### src/rtl/keypad_scanner.sv
// 4x4 active-low matrix keypad scanner with per-key press/release debounce.
// Tracks a single key at a time and reports press/release events as pulses.
module keypad_scanner #(
  parameter int unsigned DEBOUNCE_CNT = 20
) (
  input  logic       R_clk_1000HZ,
  input  logic       I_rst_n,
  input  logic [3:0] I_col,
  output logic [3:0] O_row,
  output logic [3:0] O_key_code,
  output logic       O_key_valid,
  output logic       O_key_held,
  output logic       O_key_release,
  output logic [1:0] dbg_state
);

  // Event handshake: O_key_valid and O_key_release are single-cycle pulses with
  // no back-pressure; O_key_code is stable from the valid pulse until the next
  // accepted press, and O_key_held is high from press to release acceptance.

  typedef enum logic [1:0] {
    SCAN       = 2'd0,
    DB_PRESS   = 2'd1,
    HELD       = 2'd2,
    DB_RELEASE = 2'd3
  } state_t;

  localparam logic [7:0] CNT_LAST = 8'(DEBOUNCE_CNT - 1);

  state_t     state, state_n;
  logic [3:0] col_m, col_s;
  logic [1:0] row_idx, row_n;
  logic [1:0] phase, phase_n;
  logic [1:0] col_idx, col_idx_n;
  logic [7:0] cnt, cnt_n;
  logic [3:0] code_n;
  logic       valid_n, held_n, release_n;
  logic [1:0] low_idx;
  logic       key_low;

  always_ff @(posedge R_clk_1000HZ or negedge I_rst_n) begin
    if (!I_rst_n) begin
      col_m <= 4'hF;
      col_s <= 4'hF;
    end else begin
      col_m <= I_col;
      col_s <= col_m;
    end
  end

  // Lowest-numbered low column wins when several keys share the row.
  always_comb begin
    low_idx = 2'd3;
    if (!col_s[0])      low_idx = 2'd0;
    else if (!col_s[1]) low_idx = 2'd1;
    else if (!col_s[2]) low_idx = 2'd2;
  end

  assign key_low = ~col_s[col_idx];

  always_comb begin
    state_n   = state;
    row_n     = row_idx;
    phase_n   = phase;
    col_idx_n = col_idx;
    cnt_n     = cnt;
    code_n    = O_key_code;
    valid_n   = 1'b0;
    held_n    = O_key_held;
    release_n = 1'b0;
    case (state)
      SCAN: begin
        phase_n = phase + 2'd1;
        if (phase == 2'd3) begin
          if (col_s == 4'hF) begin
            row_n = row_idx + 2'd1;
          end else begin
            col_idx_n = low_idx;
            state_n   = DB_PRESS;
            cnt_n     = 8'd1;
          end
        end
      end
      DB_PRESS: begin
        if (key_low) begin
          if (cnt >= CNT_LAST) begin
            state_n = HELD;
            cnt_n   = 8'd0;
            code_n  = {row_idx, col_idx};
            valid_n = 1'b1;
            held_n  = 1'b1;
          end else begin
            cnt_n = cnt + 8'd1;
          end
        end else begin
          state_n = SCAN;
          row_n   = row_idx + 2'd1;
          phase_n = 2'd0;
          cnt_n   = 8'd0;
        end
      end
      HELD: begin
        if (!key_low) begin
          state_n = DB_RELEASE;
          cnt_n   = 8'd1;
        end
      end
      DB_RELEASE: begin
        if (!key_low) begin
          if (cnt >= CNT_LAST) begin
            state_n   = SCAN;
            row_n     = row_idx + 2'd1;
            phase_n   = 2'd0;
            cnt_n     = 8'd0;
            held_n    = 1'b0;
            release_n = 1'b1;
          end else begin
            cnt_n = cnt + 8'd1;
          end
        end else begin
          // Short release glitch: back to holding without any event.
          state_n = HELD;
          cnt_n   = 8'd0;
        end
      end
      default: state_n = SCAN;
    endcase
  end

  always_ff @(posedge R_clk_1000HZ or negedge I_rst_n) begin
    if (!I_rst_n) begin
      state         <= SCAN;
      row_idx       <= 2'd0;
      phase         <= 2'd0;
      col_idx       <= 2'd0;
      cnt           <= 8'd0;
      O_row         <= 4'b1110;
      O_key_code    <= 4'd0;
      O_key_valid   <= 1'b0;
      O_key_held    <= 1'b0;
      O_key_release <= 1'b0;
    end else begin
      state         <= state_n;
      row_idx       <= row_n;
      phase         <= phase_n;
      col_idx       <= col_idx_n;
      cnt           <= cnt_n;
      O_row         <= ~(4'b0001 << row_n);
      O_key_code    <= code_n;
      O_key_valid   <= valid_n;
      O_key_held    <= held_n;
      O_key_release <= release_n;
    end
  end

  assign dbg_state = state;

endmodule
### config.mk
export PLATFORM = sky130hd
export DESIGN_NAME = keypad_scanner
export DESIGN_NICKNAME = d
export VERILOG_FILES = /design/src/rtl/keypad_scanner.sv
export SDC_FILE = /design/constraint.sdc
export NUM_CORES = 1
export LEC_CHECK = 0
export BUFFER_PORTS_ARGS = -buffer_cell sky130_fd_sc_hd__buf_2
export CELL_PAD_IN_SITES_DETAIL_PLACEMENT = 1
export CELL_PAD_IN_SITES_GLOBAL_PLACEMENT = 2
export CORE_MARGIN = 3
export CORE_UTILIZATION = 40
export DETAILED_ROUTE_END_ITERATION = 10
export PLACE_DENSITY_LB_ADDON = 0.1
export SLEW_MARGIN = 20
export SYNTH_ARGS = -nofsm -noshare
export SYNTH_HDL_FRONTEND = slang
export SYNTH_SLANG_ARGS = --single-unit
### constraint.sdc
create_clock -name R_clk_1000HZ -period 5.2 [get_ports R_clk_1000HZ]
set_input_delay 0.78 -clock R_clk_1000HZ [delete_from_list [all_inputs] [get_ports R_clk_1000HZ]]
set_output_delay 0.78 -clock R_clk_1000HZ [all_outputs]
set_load 0.05 [all_outputs]
==> results.tsv, run 1 <==
stage	metric	value	unit
power	max-vdd-ir-drop	196	uV
drt	vias	1189	
critical_path	r2r_start	cnt[0]$_DFFE_PN0P_	
critical_path	worstPathArrival	2.41	ns
worst_hold_path	worst_hold_path_type	reg2reg	
critical_path	start_kind	register	
drt	totalWireLength	3300	um
critical_path	length_in_cells_of_the_worst_reg_to_reg_path	6	
placement	dpl_cell_area	1790	sq um
synth	post_synthesis_cell_type_with_the_largest_combined_area	dfrtp_1	
cts	clock_latency	0.28	ns
placement	preCtsSetupSlack	2.97	ns
die	fp.dieArea	4960	sq um
drt	postRouteAntennaNets	0	
cts	post-cts-setup-buffers	0	
synth	yosys_warnings	0	
placement	placement.io_buffers	18	
timing	finalSetupViolations	0	
drt	drt-initial-drc-count	50	
grt	top_usage_layer	met2	
final_layout	finish.cell_count_without_fillers	217	
timing	final_critical_path_setup_slack	2.96	ns
grt	all_layer_gr_usage	15.2	%
critical_path	crit_path_top_delay_cell	o31ai_2	
drt	via_per_inst	5.48	
final_layout	insertedDiodeCount	0	
critical_path	max_stage_delay	0.44	ns
final_layout	finish.instance_area	1930	sq um
synth	seq_area_frac_synth	53.6	%
critical_path	critPathKind	reg2reg	
cts	postCtsHoldBufs	0	
grt	grt_antenna_before_repair	0	
grt	grt_overflow	0	
final_layout	finish.net_count	180	
placement	dp_hpwl	2410	um
power	pwr_density_cell	588	nW/um^2
worst_hold_path	hold-path-endpoint	col_s[2]$_DFF_PN1_	
synth	synth_edf_count	0	
final_layout	final_util	50.4	%
timing	grt_setup_unrepaired	false	
die	die_x	70.4	um
grt	grtUsageMet3	4.03	%
power	total_leakage_power	0.861	nW
critical_path	crit_path_max_delay_family	compound AO/OA/AOI/OAI gates	
grt	grt_first_pass_wirelength	6060	um
drt	wl_per_cell	15.2	um
grt	global_route.usage.met2	23.3	%
cts	cts_made_buffers	5	
synth	synth.net_count	160	
cts	root_buffer	clkbuf_8	
timing	timing_worst_slew_pin_value	0.739	ns
critical_path	crit_chain	ha_1, o31ai_1, a21oi_1, o31ai_2, nor2_1, o32a_1	
critical_path	worstPathMaxFanout	6	
drt	drtPass1Iterations	4	
placement	place.gp.congestion	0.858	
cts	numClockSinks	35	
synth	ys_types	45	
timing	maxSlewViolCount	0	
critical_path	kind_of_capture_point_of_the_worst_setup_path	register	
synth	synth.top_cells.by_area	dfrtp_1 (36%), dfstp_2 (17%), mux2_2 (4.7%)	
synth	synth_top_cell_area_share	36.2	%
cts	clock_tree.buffer_depth	2	
final_layout	share_of_cells_above_drive_strength_1	32.0	%
worst_hold_path	min_delay_path_depth	0	
die	core_area	3830	sq um
timing	max_freq	0.446	GHz
timing	fin_crit	2.24	ns
critical_path	worst_r2r_endpoint	O_row[0]$_DFF_PN0_	
synth	ys_async_sr_fraction	100	%
grt	global_route.usage.met1	20.8	%
job	drv_cap	0	
timing	final_worst_path_cycle_share	43.2	%
timing	tns	0	ns
die	placementRows	22	
die	start_util	43.4	%
timing	max_slew_margin	50.8	%
worst_hold_path	min_from	col_m[2]$_DFF_PN1_	
grt	grt_max_degree	36	
final_layout	area.growth.synth_to_final	16.1	%
synth	dominantRegCellSynth	dfrtp_1	
synth	synthMostInstantiatedCell	dfrtp_1	
status	outcome	finished, final reports clean	
grt	via_count_of_the_first_global_routing_pass	1270	
cts	path_clk_slew	0.07	ns
synth	synth.ff_latch_count	35	
synth	post_synth_most_frequent_cells	dfrtp_1 (24), nor2_1 (13), dfstp_2 (11)	
die	floorplan.io_pins	19	
timing	clock_skew	0.00588	ns
die	die-height	70.4	um
critical_path	critPathRequiredTime	5.37	ns
cts	h-tree-depth	2	
critical_path	crit_path_buf_inv_count	0	
placement	cells_after_dpl	209	
synth	synthesis.area	1660	sq um
synth	postSynthCellCount	148	
timing	hold_viol_final	0	
drt	drt_drc_violations_left	0	
cts	post_cts.resized_instances	0	
critical_path	reg2reg_slack	2.96	ns
synth	avgSynthCellArea	11.2	sq um
cts	tritoncts_clock_tree	yes	
power by group:
group,internal [mW],switching [mW],total [mW]
registers,0.326,0.0495,0.376
clock network,0.191,0.0987,0.290
logic,0.176,0.290,0.466
total,0.694,0.438,1.13
metal layers:
layer / up-vias / share of wire, %
met3: 7 / 3.9
met1: 584 / 47
met4: 0 / 1.5
met5: - / 0
met2: 20 / 48
li1: 578 / -
stage by stage:
step           power [mW]  hold slack [ns]
2_1_floorplan       0.745            0.345
3_3_place_gp        0.833            0.346
3_5_place_dp        0.850            0.349
4_1_cts              1.15            0.361
5_1_grt              1.22            0.368
6_report             1.13            0.355
sequential cells by signal, indices dropped and copies added (netlist names), named ones only:
register	flops
O_key_code	4
O_key_held	1
O_key_release	1
O_key_valid	1
O_row	4
cnt	8
col_idx	2
col_m	4
col_s	4
dbg_state	1
phase	2
row_idx	2
cells by family after synthesis:
group           after synthesis  share of synthesized area [%]
compound gates               40                           18.5
buf+inv                      15                           3.47
simple gates                 44                           13.8
fa+ha+maj                     6                           4.52
flops                        35                           53.6
mux                           8                           6.10
final cells by class:
type	instances	area, sq um
Sequential cell	35	890
Tap cell	48	60.1
Inverter	10	37.5
Clock buffer	5	68.8
Fill cell	427	1900
Multi-Input combinational cell	98	713
Timing Repair Buffer	18	90.1
Clock inverter	3	67.6
worst max path at each step:
stage                            to  depth (start not counted)  slack, ns          startpoint
2_1_floorplan  row_idx[0]$_DFF_PN0_                          8       3.07            register
3_3_place_gp     O_row[0]$_DFF_PN0_                          6       3.06  cnt[0]$_DFFE_PN0P_
3_5_place_dp     O_row[0]$_DFF_PN0_                          6       2.97  cnt[0]$_DFFE_PN0P_
4_1_cts          O_row[0]$_DFF_PN0_                          6       2.95  cnt[0]$_DFFE_PN0P_
5_1_grt          O_row[0]$_DFF_PN0_                          6       2.71  cnt[0]$_DFFE_PN0P_
6_report         O_row[0]$_DFF_PN0_                          6       2.96  cnt[0]$_DFFE_PN0P_
placed cells by master, fill, tap and decap left out, types with 2 or more instances in the layout:
master / Yosys / routed
inv_1: 10 / 10
o2bb2ai_1: 3 / 3
o221ai_1: 2 / 2
a21o_1: 2 / 2
o211ai_1: 2 / 2
nand3_1: 2 / 2
nand3b_1: 3 / 3
nor2_1: 13 / 13
ha_1: 6 / 6
nand2_1: 9 / 9
clkbuf_8: 0 / 5
nor2b_1: 3 / 3
dfstp_2: 11 / 11
mux2_2: 7 / 7
a21oi_1: 4 / 4
o21ai_0: 7 / 7
nand2b_1: 2 / 2
nor3_1: 3 / 3
dfrtp_1: 24 / 24
bufinv_16: 0 / 2
o22ai_1: 2 / 2
buf_2: 1 / 18
a31oi_1: 4 / 4
and2_1: 2 / 2
Note: power is estimated with default switching activity, not from simulation.
==> inputs of run 2 (changes only) <==
--- a/config.mk
+++ b/config.mk
@@ -9,7 +9,7 @@
 export CELL_PAD_IN_SITES_DETAIL_PLACEMENT = 1
 export CELL_PAD_IN_SITES_GLOBAL_PLACEMENT = 2
 export CORE_MARGIN = 3
-export CORE_UTILIZATION = 40
+export CORE_UTILIZATION = 38
 export DETAILED_ROUTE_END_ITERATION = 10
 export PLACE_DENSITY_LB_ADDON = 0.1
 export SLEW_MARGIN = 20
==> constraint.sdc (replaced) <==
create_clock -name R_clk_1000HZ -period 2.3 [get_ports R_clk_1000HZ]
set_input_delay 0.345 -clock R_clk_1000HZ [delete_from_list [all_inputs] [get_ports R_clk_1000HZ]]
set_output_delay 0.345 -clock R_clk_1000HZ [all_outputs]
set_load 0.05 [all_outputs]
==> results.tsv, run 2 (same netlist as run 1, synthesis figures left out) <==
stage	metric	value	unit	change
status	outcome	finished, final reports clean		
grt	grt_antenna_before_repair	0		unchanged
die	fp.dieArea	5200	sq um	+4.8%
grt	all_layer_gr_usage	14.9	%	-0.33 points
power	pwr_density_cell	1280	nW/um^2	+120%
grt	grt_first_pass_wirelength	6000	um	-0.91%
critical_path	start_kind	register		
drt	drt_drc_violations_left	0		unchanged
drt	wl_per_cell	15.2	um	about the same
final_layout	filler_cell_count	479		+12%
drt	totalWireLength	3370	um	+2.3%
critical_path	critPathKind	reg2reg		
drt	via_per_inst	5.41		-1.3%
timing	fin_hold_ws	0.121	ns	-0.234 ns
die	die-height	72.1	um	+2.4%
timing	hold_viol_final	0		unchanged
timing	clock_skew	0.0105	ns	+0.00460 ns
grt	top_usage_layer	met2		
final_layout	finish.instance_area	1930	sq um	about the same
placement	dpl_cell_area	1820	sq um	+1.4%
timing	final_worst_path_cycle_share	90.6	%	+47 points
cts	postCtsHoldBufs	0		unchanged
drt	drtPass1Iterations	4		unchanged
grt	global_route.usage.met2	24.8	%	+1.5 points
grt	global_route.usage.met1	18.3	%	-2.5 points
placement	place.gp.congestion	0.708		-18%
power	total_leakage_power	0.862	nW	+0.17%
cts	h-tree-depth	2		unchanged
final_layout	largest_reg_by_ff_count	cnt		
final_layout	finish.net_count	183		+1.7%
placement	placement.io_buffers	18		unchanged
drt	vias	1200		+0.93%
job	drv_cap	0		unchanged
final_layout	most_frequent_cells_in_the_layout	dfrtp_1 (24), buf_2 (18), nor2_1 (13)		
die	start_util	40.3	%	-3.0 points
critical_path	critPathRequiredTime	2.45	ns	-2.92 ns
timing	tns	0	ns	unchanged
die	core_area	4120	sq um	+7.6%
timing	fin_crit	2.08	ns	-0.161 ns
cts	path_clk_slew	0.07	ns	about the same
final_layout	layout.cells.most_common	dfrtp_1		
cts	root_buffer	clkbuf_8		
placement	dp_hpwl	2560	um	+6.3%
final_layout	share_of_cells_above_drive_strength_1	32.6	%	+0.61 points
timing	max_freq	0.480	GHz	+7.7%
cts	post-cts-setup-buffers	0		unchanged
final_layout	largest_register_ff_count	8		unchanged
cts	tritoncts_clock_tree	yes		
cts	clock_latency	0.29	ns	about the same
cts	clock_tree.buffer_depth	2		unchanged
drt	drt-initial-drc-count	38		-24%
timing	timing_worst_slew_pin_value	0.739	ns	+0.0000742 ns
timing	finalSetupViolations	0		unchanged
grt	via_count_of_the_first_global_routing_pass	1264		-0.47%
grt	grtUsageMet3	3.88	%	-0.15 points
die	placementRows	23		+4.5%
cts	numClockSinks	35		unchanged
timing	maxSlewViolCount	0		unchanged
die	die_x	72.1	um	+2.4%
grt	grt_max_degree	36		unchanged
die	floorplan.io_pins	19		unchanged
power	max-vdd-ir-drop	450	uV	+130%
final_layout	area.growth.synth_to_final	16.0	%	about the same
critical_path	worstPathMaxFanout	15		+9
critical_path	worstPathArrival	2.23	ns	-0.18 ns
worst_hold_path	worst_hold_path_type	in2async		
critical_path	kind_of_capture_point_of_the_worst_setup_path	register		
final_layout	insertedDiodeCount	0		unchanged
drt	postRouteAntennaNets	0		unchanged
cts	post_cts.resized_instances	0		unchanged
cts	cts_made_buffers	5		unchanged
timing	max_slew_margin	50.8	%	about the same
grt	grt_overflow	0		unchanged
timing	grt_setup_unrepaired	false		
## run 2: stage by stage
stage                     total power [mW]  setup WS (ns)  instances  utilization [%]
after floorplan                       1.68          0.166        148                -
after global placement                1.91          0.274        214             44.1
after detailed placement              1.96          0.187        214             44.1
after CTS                             2.51          0.158        222             46.8
after global routing                  2.68         0.0388        222             46.8
final                                 2.47          0.217        222             46.8
## run 2: report_power, final
group          switching, mW  internal (mW)
sequential             0.118          0.738
clock                  0.217          0.323
combinational          0.649          0.421
total                  0.984           1.48
## run 2: path summary, 6_finish.rpt
| kind | from | endpoint | slack [ns] | depth (start not counted) |
|---|---|---|---|---|
| setup / recovery | col_s[0]$_DFF_PN1_ | register | 0.22 | 5 |
| hold / removal | I_rst_n | cnt[5]$_DFFE_PN0P_ | 0.12 | 1 |
| setup reg to reg | col_s[0]$_DFF_PN1_ | register | 0.22 | 5 |
| hold reg to reg | col_m[2]$_DFF_PN1_ | col_s[2]$_DFF_PN1_ | 0.36 | 0 |
| max in group asynchronous | I_rst_n | phase[1]$_DFFE_PN0P_ | 1.71 | 1 |
| min in group R_clk_1000HZ | I_col[0] | col_m[0]$_DFF_PN1_ | 0.16 | 1 |
## run 2: metal layers
metal  part of all wire, %  wire (um)  vias up
met5                     0          0        -
met4                   1.7         57        0
met3                   3.7        126        5
met2                    51       1710       20
met1                    44       1480      599
li1                      -          -      576
## run 2: critical path, stage by stage (launching register included)
cell	delay [ns]
dfstp_2	0.56
mux4_2	0.36
inv_1	0.08
a22oi_2	0.55
and2_1	0.30
a31oi_1	0.11
## run 2: cell type report
type	count	area, sq um	area share [%]
sequential	35	890	46.2
inverter	10	37.5	1.95
multi-input combinational	98	713	37.0
clock buffer	6	72.6	3.77
clock inverter	2	37.5	1.95
tap	50	62.6	3.25
timing repair buffer	21	113	5.85
==> inputs of run 3 (changes only) <==
--- a/config.mk
+++ b/config.mk
@@ -5,13 +5,15 @@
 export SDC_FILE = /design/constraint.sdc
 export NUM_CORES = 1
 export LEC_CHECK = 0
+export ABC_AREA = 1
 export BUFFER_PORTS_ARGS = -buffer_cell sky130_fd_sc_hd__buf_2
 export CELL_PAD_IN_SITES_DETAIL_PLACEMENT = 1
 export CELL_PAD_IN_SITES_GLOBAL_PLACEMENT = 2
 export CORE_MARGIN = 3
-export CORE_UTILIZATION = 38
+export CORE_UTILIZATION = 35
 export DETAILED_ROUTE_END_ITERATION = 10
 export PLACE_DENSITY_LB_ADDON = 0.1
+export REMOVE_ABC_BUFFERS = 1
 export SLEW_MARGIN = 20
 export SYNTH_ARGS = -nofsm -noshare
 export SYNTH_HDL_FRONTEND = slang
==> results.tsv, run 3 <==
stage	metric	value	unit	change
critical_path	r2r_start	dbg_state[0]$_DFFE_PN0P_		
synth	dominantRegCellSynth	dfrtp_1		
timing	max_slew_margin	49.2	%	-1.6 points
timing	final_worst_path_cycle_share	79.1	%	-11 points
critical_path	worst_r2r_endpoint	O_row[0]$_DFF_PN0_		
timing	hold_viol_final	0		unchanged
drt	drt-initial-drc-count	33		-13%
placement	dp_hpwl	2730	um	+6.6%
final_layout	multi_input_area	652	sq um	-8.6%
die	start_util	36.9	%	-3.4 points
drt	wl_per_cell	13.5	um	-11%
drt	via_per_inst	4.70		-13%
power	power.clock.fraction	19.9	%	-2.0 points
critical_path	kind_of_capture_point_of_the_worst_setup_path	register		
synth	avgSynthCellArea	9.02	sq um	-20%
power	cell_internal_pwr	1.36	mW	-8.3%
synth	synth.ff_latch_count	35		unchanged
critical_path	critPathRequiredTime	2.48	ns	+0.03 ns
die	placementRows	24		+4.3%
final_layout	largest_register_ff_count	8		unchanged
critical_path	crit_chain	ha_1, nor2_1, inv_1, nand2_1, nand3_2, nand2_1, nand2_2, inv_2, nand2_1		
power	pwr_density_cell	1290	nW/um^2	+0.97%
power	max-vdd-ir-drop	604	uV	+34%
grt	via_count_of_the_first_global_routing_pass	1360		+7.6%
synth	synth_edf_count	0		unchanged
cts	clock_latency	0.28	ns	about the same
placement	cells_after_dpl	252		+18%
critical_path	max_stage_delay	0.46	ns	-0.10 ns
final_layout	share_of_cells_above_drive_strength_1	29.3	%	-3.2 points
timing	fin_crit	1.82	ns	-0.263 ns
cts	numClockSinks	35		unchanged
cts	path_clk_slew	0.07	ns	about the same
die	die_x	74.5	um	+3.3%
critical_path	reg2reg_slack	0.48	ns	+0.26 ns
placement	dpl_cell_area	1800	sq um	-1.0%
timing	clock_skew	0.00318	ns	-0.00730 ns
power	seq_power_share	34.8	%	about the same
status	outcome	finished, final reports clean		
synth	synthesis.area	1640	sq um	-1.1%
power	p_sw	1.10	mW	+12%
die	die-height	74.5	um	+3.3%
placement	place.gp.congestion	0.767		+8.4%
synth	post_synth_most_frequent_cells	nand2_1 (50), dfrtp_1 (24), inv_1 (22)		
grt	grt_first_pass_wirelength	6290	um	+4.8%
critical_path	crit_path_top_delay_cell	dfrtp_1		
drt	drt_drc_violations_left	0		unchanged
synth	ys_types	22		-51%
synth	postSynthCellCount	182		+23%
timing	max_freq	0.549	GHz	+14%
timing	finalSetupViolations	0		unchanged
synth	synth.top_cells.by_area	dfrtp_1 (37%), dfstp_2 (18%), nand2_1 (11%)		
worst_hold_path	worst_hold_path_type	in2async		
die	floorplan.io_pins	19		unchanged
cts	post_cts.resized_instances	0		unchanged
grt	all_layer_gr_usage	15.0	%	+0.062 points
power	total_power	2.46	mW	-0.34%
drt	vias	1221		+1.8%
cts	tritoncts_clock_tree	yes		
timing	maxSlewViolCount	0		unchanged
final_layout	filler_cell_count	531		+11%
synth	yosys_warnings	0		unchanged
critical_path	length_in_cells_of_the_worst_reg_to_reg_path	9		+4
final_layout	finish.cell_count_without_fillers	260		+17%
grt	grt_antenna_before_repair	0		unchanged
drt	totalWireLength	3510	um	+4.1%
critical_path	crit_top_cell	nand2_1		
cts	cts_made_buffers	5		unchanged
synth	synth_top_cell_area_share	36.6	%	+0.41 points
job	drv_cap	0		unchanged
critical_path	critPathKind	reg2reg		
drt	drtPass1Iterations	3		-1
final_layout	finish.net_count	219		+20%
final_layout	finish.instance_area	1900	sq um	-1.3%
power	combPwrFrac	45.3	%	+1.9 points
cts	post-cts-setup-buffers	0		unchanged
die	core_area	4440	sq um	+8.0%
critical_path	worstPathMaxFanout	7		-8
timing	fin_hold_ws	0.137	ns	+0.0162 ns
drt	postRouteAntennaNets	0		unchanged
synth	synthMostInstantiatedCell	nand2_1		
grt	grt_overflow	0		unchanged
die	fp.dieArea	5550	sq um	+6.7%
placement	placement.io_buffers	18		unchanged
final_layout	seq_area	890	sq um	unchanged
final_layout	most_frequent_cells_in_the_layout	nand2_1 (50), dfrtp_1 (24), inv_1 (22)		
critical_path	crit_path_max_delay_family	simple AND/OR/NAND/NOR gates		
final_layout	largest_reg_by_ff_count	cnt		
critical_path	worstPathArrival	2.00	ns	-0.23 ns
cts	root_buffer	clkbuf_8		
cts	h-tree-depth	2		unchanged
power	total_leakage_power	0.969	nW	+12%
critical_path	start_kind	register		
cts	clock_tree.buffer_depth	2		unchanged
timing	tns	0	ns	unchanged
timing	timing_worst_slew_pin_value	0.762	ns	+0.0235 ns
final_layout	insertedDiodeCount	0		unchanged
placement	preCtsSetupSlack	0.504	ns	+0.317 ns
synth	post_synthesis_cell_type_with_the_largest_combined_area	dfrtp_1		
synth	seq_area_frac_synth	54.2	%	+0.61 points
cts	postCtsHoldBufs	0		unchanged
timing	grt_setup_unrepaired	false		
final_layout	layout.cells.most_common	nand2_1		
synth	ys_async_sr_fraction	100	%	unchanged
grt	grt_max_degree	36		unchanged
final_layout	final_util	42.8	%	-4.0 points
timing	final_critical_path_setup_slack	0.480	ns	+0.263 ns
power	power_switching_share	44.7	%	+4.8 points
critical_path	crit_path_buf_inv_count	2		+1
final_layout	area.growth.synth_to_final	15.8	%	
-- run 3: changes by cell type after synthesis, moves of 5 or more --
cell / change
nand2_2: +5
nand2_4: +5
o21ai_0: +5
nand3_1: +9
nand2_1: +41
inv_1: +12
mux2_2: -7
-- run 3: worst max path at each step --
| stage | start | to | cells past startpoint | slack, ns |
|---|---|---|---|---|
| 2_1_floorplan | register | O_row[0]$_DFF_PN0_ | 10 | 0.45 |
| 3_3_place_gp | dbg_state[0]$_DFFE_PN0P_ | O_row[0]$_DFF_PN0_ | 9 | 0.51 |
| 3_5_place_dp | register | O_row[0]$_DFF_PN0_ | 10 | 0.50 |
| 4_1_cts | register | O_row[0]$_DFF_PN0_ | 10 | 0.48 |
| 5_1_grt | register | O_row[0]$_DFF_PN0_ | 10 | 0.28 |
| 6_report | dbg_state[0]$_DFFE_PN0P_ | O_row[0]$_DFF_PN0_ | 9 | 0.48 |
-- run 3: final cells by class --
class	instances	share of cell area (%)
multi-input combinational	121	34.3
inverter	26	5.27
clock buffer	7	5.07
clock inverter	1	0.395
tap	52	3.42
sequential	35	46.8
timing repair buffer	18	4.74
-- run 3: cells by family after synthesis --
logic type,after synthesis,synth area share (%)
AND/OR/NAND/NOR,96,29.0
flip-flops,35,54.2
buffers and inverters,26,6.10
AO/OA/AOI/OAI,19,6.10
adder cells (fa/ha/maj),6,4.57
-- run 3: power groups by stage --
stage | clock [mW] | combinational, mW | sequential, mW
after floorplan | 0 | 0.736 | 0.990
after global placement | 0 | 1.10 | 0.858
after detailed placement | 0 | 1.12 | 0.868
after CTS | 0.513 | 1.13 | 0.857
after global routing | 0.539 | 1.26 | 0.878
final | 0.489 | 1.11 | 0.856
-- run 3: layer usage --
layer	routed length, um	global-route usage, %	share of wire, %	vias up
li1	-	-	-	618
met1	1690	18.6	48	588
met2	1710	25.5	49	10
met3	79	3.78	2.2	5
met4	37	4.74	1.1	0
met5	0	0	0	-
